$ cat src/rtl/pwl_synth_pkg.sv
// Shared definitions for the PWL synth channel scheduler.
// Holds the config field-select encodings, the scheduler FSM state
// encodings and the channel mode definitions used by the channel ALU.
package pwl_synth_pkg;

    localparam int CFG_WDATA_BITS    = 16;
    localparam int CHANNEL_MODE_BITS = 2;

    // cfg_field values selecting which shadow field a config write targets
    typedef enum logic [2:0] {
        FLD_MANTISSA     = 3'd0,
        FLD_OCTAVE       = 3'd1,
        FLD_DETUNE_EXP   = 3'd2,
        FLD_TRI_OFFSET   = 3'd3,
        FLD_SLOPE_EXP    = 3'd4,
        FLD_SLOPE_OFFSET = 3'd5,
        FLD_AMP          = 3'd6,
        FLD_CHANNEL_MODE = 3'd7
    } cfg_field_e;

    typedef enum logic [1:0] {
        ST_IDLE   = 2'd0,
        ST_ISSUE  = 2'd1,
        ST_WAIT   = 2'd2,
        ST_FINISH = 2'd3
    } sched_state_e;

    typedef enum logic [CHANNEL_MODE_BITS-1:0] {
        CM_SAW   = 2'd0,
        CM_TRI   = 2'd1,
        CM_PWL   = 2'd2,
        CM_NOISE = 2'd3
    } channel_mode_e;

endpackage

$ cat src/rtl/pwls_channel_regs.sv
// Per-channel shadow/active parameter register pair.
// The host writes the shadow bank at any time; the active bank, which feeds
// the ALU, is loaded from the shadow bank only on i_copy (frame start).
// Ports:
//   clk, reset        clock, asynchronous active-high reset
//   i_we              write strobe, already qualified with this channel
//   i_field, i_wdata  field select and LSB-aligned write data
//   i_copy            load active bank from shadow (write bypass included)
//   o_*               active bank fields
module pwls_channel_regs
    import pwl_synth_pkg::*;
#(
    parameter int BITS            = 12,
    parameter int OCT_BITS        = 3,
    parameter int MANTISSA_BITS   = 10,
    parameter int DETUNE_EXP_BITS = 3,
    parameter int SLOPE_EXP_BITS  = 4
) (
    input  logic                         clk,
    input  logic                         reset,
    input  logic                         i_we,
    input  cfg_field_e                   i_field,
    input  logic [CFG_WDATA_BITS-1:0]    i_wdata,
    input  logic                         i_copy,
    output logic [MANTISSA_BITS-1:0]     o_mantissa,
    output logic [OCT_BITS-1:0]          o_octave,
    output logic [DETUNE_EXP_BITS-1:0]   o_detune_exp,
    output logic [BITS-1:0]              o_tri_offset,
    output logic [SLOPE_EXP_BITS-1:0]    o_slope_exp,
    output logic [BITS-1:0]              o_slope_offset,
    output logic [BITS-1:0]              o_amp,
    output logic [CHANNEL_MODE_BITS-1:0] o_channel_mode
);

    logic [MANTISSA_BITS-1:0]     r_sh_mant,   w_sh_mant;
    logic [OCT_BITS-1:0]          r_sh_oct,    w_sh_oct;
    logic [DETUNE_EXP_BITS-1:0]   r_sh_dexp,   w_sh_dexp;
    logic [BITS-1:0]              r_sh_toff,   w_sh_toff;
    logic [SLOPE_EXP_BITS-1:0]    r_sh_sexp,   w_sh_sexp;
    logic [BITS-1:0]              r_sh_soff,   w_sh_soff;
    logic [BITS-1:0]              r_sh_amp,    w_sh_amp;
    logic [CHANNEL_MODE_BITS-1:0] r_sh_mode,   w_sh_mode;

    // Upper write-data bits beyond the widest field are deliberately dropped
    logic w_unused_wdata;
    assign w_unused_wdata = ^i_wdata[CFG_WDATA_BITS-1:BITS];

    // Next shadow value; also the copy source so a same-cycle write is captured
    always_comb begin
        w_sh_mant = r_sh_mant;
        w_sh_oct  = r_sh_oct;
        w_sh_dexp = r_sh_dexp;
        w_sh_toff = r_sh_toff;
        w_sh_sexp = r_sh_sexp;
        w_sh_soff = r_sh_soff;
        w_sh_amp  = r_sh_amp;
        w_sh_mode = r_sh_mode;
        if (i_we) begin
            case (i_field)
                FLD_MANTISSA:     w_sh_mant = i_wdata[MANTISSA_BITS-1:0];
                FLD_OCTAVE:       w_sh_oct  = i_wdata[OCT_BITS-1:0];
                FLD_DETUNE_EXP:   w_sh_dexp = i_wdata[DETUNE_EXP_BITS-1:0];
                FLD_TRI_OFFSET:   w_sh_toff = i_wdata[BITS-1:0];
                FLD_SLOPE_EXP:    w_sh_sexp = i_wdata[SLOPE_EXP_BITS-1:0];
                FLD_SLOPE_OFFSET: w_sh_soff = i_wdata[BITS-1:0];
                FLD_AMP:          w_sh_amp  = i_wdata[BITS-1:0];
                FLD_CHANNEL_MODE: w_sh_mode = i_wdata[CHANNEL_MODE_BITS-1:0];
                default: ;
            endcase
        end
    end

    always_ff @(posedge clk or posedge reset) begin
        if (reset) begin
            r_sh_mant <= '0;
            r_sh_oct  <= '0;
            r_sh_dexp <= '0;
            r_sh_toff <= '0;
            r_sh_sexp <= '0;
            r_sh_soff <= '0;
            r_sh_amp  <= '1;
            r_sh_mode <= '0;
        end else begin
            r_sh_mant <= w_sh_mant;
            r_sh_oct  <= w_sh_oct;
            r_sh_dexp <= w_sh_dexp;
            r_sh_toff <= w_sh_toff;
            r_sh_sexp <= w_sh_sexp;
            r_sh_soff <= w_sh_soff;
            r_sh_amp  <= w_sh_amp;
            r_sh_mode <= w_sh_mode;
        end
    end

    always_ff @(posedge clk or posedge reset) begin
        if (reset) begin
            o_mantissa     <= '0;
            o_octave       <= '0;
            o_detune_exp   <= '0;
            o_tri_offset   <= '0;
            o_slope_exp    <= '0;
            o_slope_offset <= '0;
            o_amp          <= '1;
            o_channel_mode <= '0;
        end else if (i_copy) begin
            o_mantissa     <= w_sh_mant;
            o_octave       <= w_sh_oct;
            o_detune_exp   <= w_sh_dexp;
            o_tri_offset   <= w_sh_toff;
            o_slope_exp    <= w_sh_sexp;
            o_slope_offset <= w_sh_soff;
            o_amp          <= w_sh_amp;
            o_channel_mode <= w_sh_mode;
        end
    end

endmodule

$ cat src/rtl/pwls_channel_scheduler.sv
// Time-multiplexed channel scheduler: on each sample_tick it walks the
// enabled channels, issues one ALU evaluation per channel, sums the results
// in a widened accumulator and emits one saturated sample per frame.
// Ports:
//   clk, reset                   clock, asynchronous active-high reset
//   sample_tick, ch_enable       frame start pulse and per-channel enable mask
//   cfg_we/ch/field/wdata        host shadow-register write port
//   alu_start, alu_ch, params    ALU request and active parameters of alu_ch
//   alu_done, alu_out            ALU response
//   sample_out, sample_valid     mixed sample and its one-cycle strobe
//   busy, overrun, overrun_clr   status: frame in progress, sticky tick overrun
module pwls_channel_scheduler
    import pwl_synth_pkg::*;
#(
    parameter int NUM_CH          = 4,
    parameter int BITS            = 12,
    parameter int OCT_BITS        = 3,
    parameter int MANTISSA_BITS   = 10,
    parameter int DETUNE_EXP_BITS = 3,
    parameter int SLOPE_EXP_BITS  = 4
) (
    input  logic                         clk,
    input  logic                         reset,
    input  logic                         sample_tick,
    input  logic [NUM_CH-1:0]            ch_enable,
    input  logic                         cfg_we,
    input  logic [$clog2(NUM_CH)-1:0]    cfg_ch,
    input  logic [2:0]                   cfg_field,
    input  logic [CFG_WDATA_BITS-1:0]    cfg_wdata,
    output logic                         alu_start,
    output logic [$clog2(NUM_CH)-1:0]    alu_ch,
    output logic [MANTISSA_BITS-1:0]     mantissa,
    output logic [OCT_BITS-1:0]          octave,
    output logic [DETUNE_EXP_BITS-1:0]   detune_exp,
    output logic [BITS-1:0]              tri_offset,
    output logic [SLOPE_EXP_BITS-1:0]    slope_exp,
    output logic [BITS-1:0]              slope_offset,
    output logic [BITS-1:0]              amp,
    output logic [CHANNEL_MODE_BITS-1:0] channel_mode,
    input  logic                         alu_done,
    input  logic signed [BITS-1:0]       alu_out,
    output logic signed [BITS-1:0]       sample_out,
    output logic                         sample_valid,
    output logic                         busy,
    output logic                         overrun,
    input  logic                         overrun_clr
);

    localparam int CW    = $clog2(NUM_CH);
    localparam int ACC_W = BITS + CW;
    localparam logic signed [ACC_W-1:0] ACC_MAX = ACC_W'(2**(BITS-1) - 1);
    localparam logic signed [ACC_W-1:0] ACC_MIN = ACC_W'(-(2**(BITS-1)));

    sched_state_e             r_state, w_next;
    logic [CW-1:0]            r_ch;
    logic [NUM_CH-1:0]        r_en;
    logic signed [ACC_W-1:0]  r_acc;
    logic signed [ACC_W-1:0]  w_ext;
    logic signed [BITS-1:0]   r_sample, w_sat;
    logic                     r_valid, r_overrun;
    logic                     w_copy, w_start, w_last;

    logic [MANTISSA_BITS-1:0]     w_mant [NUM_CH];
    logic [OCT_BITS-1:0]          w_oct  [NUM_CH];
    logic [DETUNE_EXP_BITS-1:0]   w_dexp [NUM_CH];
    logic [BITS-1:0]              w_toff [NUM_CH];
    logic [SLOPE_EXP_BITS-1:0]    w_sexp [NUM_CH];
    logic [BITS-1:0]              w_soff [NUM_CH];
    logic [BITS-1:0]              w_amp  [NUM_CH];
    logic [CHANNEL_MODE_BITS-1:0] w_mode [NUM_CH];

    for (genvar g = 0; g < NUM_CH; g++) begin : g_ch
        pwls_channel_regs #(
            .BITS(BITS), .OCT_BITS(OCT_BITS), .MANTISSA_BITS(MANTISSA_BITS),
            .DETUNE_EXP_BITS(DETUNE_EXP_BITS), .SLOPE_EXP_BITS(SLOPE_EXP_BITS)
        ) u_regs (
            .clk            (clk),
            .reset          (reset),
            .i_we           (cfg_we && (cfg_ch == CW'(g))),
            .i_field        (cfg_field_e'(cfg_field)),
            .i_wdata        (cfg_wdata),
            .i_copy         (w_copy),
            .o_mantissa     (w_mant[g]),
            .o_octave       (w_oct[g]),
            .o_detune_exp   (w_dexp[g]),
            .o_tri_offset   (w_toff[g]),
            .o_slope_exp    (w_sexp[g]),
            .o_slope_offset (w_soff[g]),
            .o_amp          (w_amp[g]),
            .o_channel_mode (w_mode[g])
        );
    end

    // r_ch and the active banks only move outside WAIT, so these are
    // stable from alu_start through alu_done.
    assign mantissa     = w_mant[r_ch];
    assign octave       = w_oct[r_ch];
    assign detune_exp   = w_dexp[r_ch];
    assign tri_offset   = w_toff[r_ch];
    assign slope_exp    = w_sexp[r_ch];
    assign slope_offset = w_soff[r_ch];
    assign amp          = w_amp[r_ch];
    assign channel_mode = w_mode[r_ch];

    assign alu_ch       = r_ch;
    assign alu_start    = w_start;
    assign busy         = (r_state != ST_IDLE);
    assign sample_out   = r_sample;
    assign sample_valid = r_valid;
    assign overrun      = r_overrun;

    assign w_last = (r_ch == CW'(NUM_CH - 1));
    assign w_ext  = {{CW{alu_out[BITS-1]}}, alu_out};

    always_comb begin
        w_sat = r_acc[BITS-1:0];
        if (r_acc > ACC_MAX)      w_sat = {1'b0, {(BITS-1){1'b1}}};
        else if (r_acc < ACC_MIN) w_sat = {1'b1, {(BITS-1){1'b0}}};
    end

    always_comb begin
        w_next  = r_state;
        w_copy  = 1'b0;
        w_start = 1'b0;
        case (r_state)
            ST_IDLE: if (sample_tick) begin
                w_next = ST_ISSUE;
                w_copy = 1'b1;
            end
            ST_ISSUE: if (r_en[r_ch]) begin
                w_start = 1'b1;
                w_next  = ST_WAIT;
            end else begin
                w_next  = w_last ? ST_FINISH : ST_ISSUE;
            end
            ST_WAIT: if (alu_done) w_next = w_last ? ST_FINISH : ST_ISSUE;
            ST_FINISH: w_next = ST_IDLE;
            default: w_next = ST_IDLE;
        endcase
    end

    always_ff @(posedge clk or posedge reset) begin
        if (reset) begin
            r_state   <= ST_IDLE;
            r_ch      <= '0;
            r_en      <= '0;
            r_acc     <= '0;
            r_sample  <= '0;
            r_valid   <= 1'b0;
            r_overrun <= 1'b0;
        end else begin
            r_state <= w_next;
            r_valid <= (r_state == ST_FINISH);
            case (r_state)
                ST_IDLE: if (sample_tick) begin
                    r_ch  <= '0;
                    r_acc <= '0;
                    r_en  <= ch_enable;
                end
                ST_ISSUE: if (!r_en[r_ch] && !w_last) r_ch <= r_ch + CW'(1);
                ST_WAIT: if (alu_done) begin
                    r_acc <= r_acc + w_ext;
                    if (!w_last) r_ch <= r_ch + CW'(1);
                end
                ST_FINISH: r_sample <= w_sat;
                default: ;
            endcase
            // A set event takes priority over a simultaneous clear
            if (sample_tick && (r_state != ST_IDLE)) r_overrun <= 1'b1;
            else if (overrun_clr)                    r_overrun <= 1'b0;
        end
    end

endmodule

$ cat config.mk
export PLATFORM = sky130hd
export DESIGN_NAME = pwls_channel_scheduler
export DESIGN_NICKNAME = d
export VERILOG_FILES = /design/src/rtl/pwl_synth_pkg.sv /design/src/rtl/pwls_channel_regs.sv /design/src/rtl/pwls_channel_scheduler.sv
export SDC_FILE = /design/constraint.sdc
export NUM_CORES = 1
export LEC_CHECK = 0
export ABC_AREA = 1
export CORE_ASPECT_RATIO = 1.5
export CORE_MARGIN = 8
export CORE_UTILIZATION = 60
export CTS_CLUSTER_SIZE = 16
export DETAILED_ROUTE_END_ITERATION = 10
export PLACE_DENSITY = 0.87
export SLEW_MARGIN = 10
export SYNTH_ARGS = -nofsm -noshare
export SYNTH_HDL_FRONTEND = slang
export SYNTH_SLANG_ARGS = --single-unit
$ cat constraint.sdc
create_clock -name clk -period 22.1 [get_ports clk]
set_input_delay 3.315 -clock clk [delete_from_list [all_inputs] [get_ports clk]]
set_output_delay 3.315 -clock clk [all_outputs]
set_load 0.01 [all_outputs]
==> run summary <==
GR Util met3: 0.0423
Num CTS Buffers: 45
Final core occ: 0.680
Worst hold stages: 2
Most used flip-flop cell after synthesis: dfrtp_1
Worst R2R Path Depth: 8
Register area: 0.0126 mm²
Die Y: 248 µm
P per Cell Area: 140 mW/mm²
Tightest Pin Transition: 1.25 ns
Root Buffer: clkbuf_16
DRC marker count from the first detailed-route iteration: 1820
Worst Clk Skew: 0.0156 ns
WL per Instance: 18.3 µm
Starting Density: 0.602
Resize count post-CTS: 0
Fmax: 136 MHz
Final Cycle Share: 0.332
Hold path startpoint: g_ch[2].u_regs.o_amp[11]
Post-Syn Area: 0.0215 mm²
H-tree Lvls: 2
Final setup fails: 0
Synth cell count leaders: 816 x nand2_1, 423 x o21ai_0, 404 x dfrtp_1
Count of cell types in the netlist: 30
Final GP Congestion: 0.931
Nets: 2565
Most instantiated library cell after synthesis: nand2_1
Global-route wire length before repair: 91.0 mm
Max-capacitance violation count: 0
Top-area cell type share of the netlist area: 0.471
Seq/Total Area, Yosys: 0.589
# hold bufs at CTS: 0
Crit Path Class: register to output pin
Initial antenna violation count: 2
Clock sink count: 500
Syn avg cell area: 8.60 µm²
Hold Violations, Final: 0
Worst setup SP type: register
Critical Path End Type: output pin
Hold Path End: g_ch[2].u_regs.o_amp[11]
Post-synth EDFFs: 0
Drt first pass iters: 5
Tightest Hold Check Type: register to register
Worst Path Required: 18.78 ns
CTS tree: built
Antenna viol nets, final: 0
Post-synthesis register bit count: 500
Status: complete, no violations
Via Count: 17900
Maximum VDD drop: 0.107 mV
Fraction of registers with async set/reset: 1.00
Grt ovf: 0
Die footprint: 0.0422 mm²
Vias/cell: 5.94
Core Region: 0.0356 mm²
M1 GR Usage: 0.331
Area delta synth->final: 12.8%
Ant diodes: 0
Multi-input gate area: 0.00781 mm²
Number of remaining DRC errors: 0
Syn Nets: 2558
Num rows: 85
Reg2reg setup slack: 18.81 ns
Worst flop-to-flop path startpoint: alu_ch[0]
Grt met2 use: 0.442
Layout fillers: 2633
Largest net degree at the start of global routing: 205
Buffers on Ports: 114
Cells after synthesis: 2496
CP Data Arrival Time: 4.02 ns
Worst-path maximum fanout: 80
RSZ-0062 raised after global routing: false
Relative slew slack: 0.166
IO Count: 119
Clk pin slew, worst setup/hold paths: 0.07 ns
HPWL after DPL: 31.4 mm
Post-CTS Setup Bufs: 0
Leakage: 11.2 nW
Gr usage total: 0.267
Max Slew Vio Count: 0
Clock buffer depth: 3
Area leader, netlist: dfrtp_1
Number of global-route vias before repair: 18300
Synth warn: 0
Share of layout cells above drive strength 1: 0.0816
Routed wire length: 55.1 mm
Synth area leaders: dfrtp_1 47%, nand2_1 14%, dfstp_2 12%
Die W: 170 µm
TNS Setup: 0 ns
FF-to-FF End: alu_ch[0]
Post-layout min period: 7.34 ns
Busiest layer in global routing: met2
Worst-skew pair later-pin latency: 0.56 ns
## worst max path at each step
stage                    from              end  cells after the start
CTS                 alu_ch[0]  slope_offset[3]                      5
floorplan               reset        alu_ch[0]                      1
detailed placement  alu_ch[0]  slope_offset[3]                      5
global placement    alu_ch[0]  slope_offset[3]                      5
global route        alu_ch[0]    tri_offset[9]                      5
finish              alu_ch[0]  slope_offset[3]                      5
## power breakdown
part | internal (mW) | switching [mW]
registers | 1.24 | 0.146
clock network | 0.458 | 0.337
logic | 0.463 | 0.746
## area by class of cell
type / instances / share of cell area
inverter: 102 / 0.0164
clock inverter: 15 / 0.00806
timing repair buffer: 129 / 0.0525
sequential: 500 / 0.522
multi-input combinational: 1725 / 0.323
clock buffer: 65 / 0.0538
tap: 478 / 0.0247
## per-layer routing
metal / up-vias / wire length (µm)
met2: 771 / 26700
met1: 8768 / 21200
li1: 8189 / -
met5: - / 13
met4: 2 / 2910
met3: 182 / 4330
## state kept, by name (all words and copies together) (netlist names), 2 cells and up
register                    cells
alu_ch                          2
g_ch.u_regs.o_amp              48
g_ch.u_regs.o_channel_mode      8
g_ch.u_regs.o_detune_exp       12
g_ch.u_regs.o_mantissa         40
g_ch.u_regs.o_octave           12
g_ch.u_regs.o_slope_exp        16
g_ch.u_regs.o_slope_offset     48
g_ch.u_regs.o_tri_offset       48
g_ch.u_regs.r_sh_amp           48
g_ch.u_regs.r_sh_dexp          12
g_ch.u_regs.r_sh_mant          40
g_ch.u_regs.r_sh_mode           8
g_ch.u_regs.r_sh_oct           12
g_ch.u_regs.r_sh_sexp          16
g_ch.u_regs.r_sh_soff          48
g_ch.u_regs.r_sh_toff          48
r_acc                          14
r_en                            4
r_state                         2
sample_out                     12
## worst max-delay path: stages, from the launching register on
cell	delay, ns
dfrtp_4	0.73
inv_4	0.61
buf_4	0.80
o21ai_0	0.15
o21ai_0	0.46
clkdlybuf4s50_1	0.64
## through the flow
stage / hold WS [ns] / area, µm² / worst slack [ns] / power, mW / cells
floorplan: 0.437 / 21500 / 4.98 / 2.09 / 2496
global placement: 0.450 / 22700 / 15.52 / 2.52 / 2934
detailed placement: 0.456 / 22700 / 15.46 / 2.58 / 2934
CTS: 0.467 / 24200 / 14.87 / 3.39 / 3014
global route: 0.480 / 24200 / 14.64 / 3.59 / 3014
finish: 0.466 / 24200 / 14.76 / 3.39 / 3014
## layout by cell type, fill, tap and decap left out, types with 2 or more instances in the layout
cell type / netlist / final
dfrtp_1: 404 / 403
nor3_4: 4 / 4
nor3_2: 2 / 3
nand4_1: 2 / 2
o21ai_0: 423 / 423
nor2_1: 127 / 127
inv_1: 92 / 90
ha_1: 18 / 18
nand3_4: 0 / 4
clkbuf_8: 0 / 8
dfstp_2: 96 / 96
a31oi_1: 3 / 3
nand3_1: 23 / 19
nand2_1: 816 / 815
or2_2: 2 / 2
clkbuf_1: 135 / 11
o22ai_1: 49 / 49
a21oi_1: 40 / 40
clkinv_2: 0 / 8
o21ai_1: 207 / 207
inv_2: 9 / 8
clkbuf_16: 0 / 46
inv_8: 0 / 2
nand3b_1: 2 / 2
clkdlybuf4s50_1: 0 / 114
bufinv_16: 0 / 4
buf_4: 3 / 13
## logic make-up (layout without fill, tap and decap cells)
group | count (synthesis) | in the layout | share of synthesized area
xor gates and xnor gates | 1 | 1 | 0.000408
muxes | 1 | 1 | 0.000525
adders and majority gates | 19 | 19 | 0.0114
buffers and inverters | 271 | 311 | 0.0503
and+or+nand+nor | 981 | 981 | 0.177
AOI/OAI and AO/OA | 723 | 723 | 0.172
DFF | 500 | 500 | 0.589
Note: power is estimated with default switching activity, not from simulation.
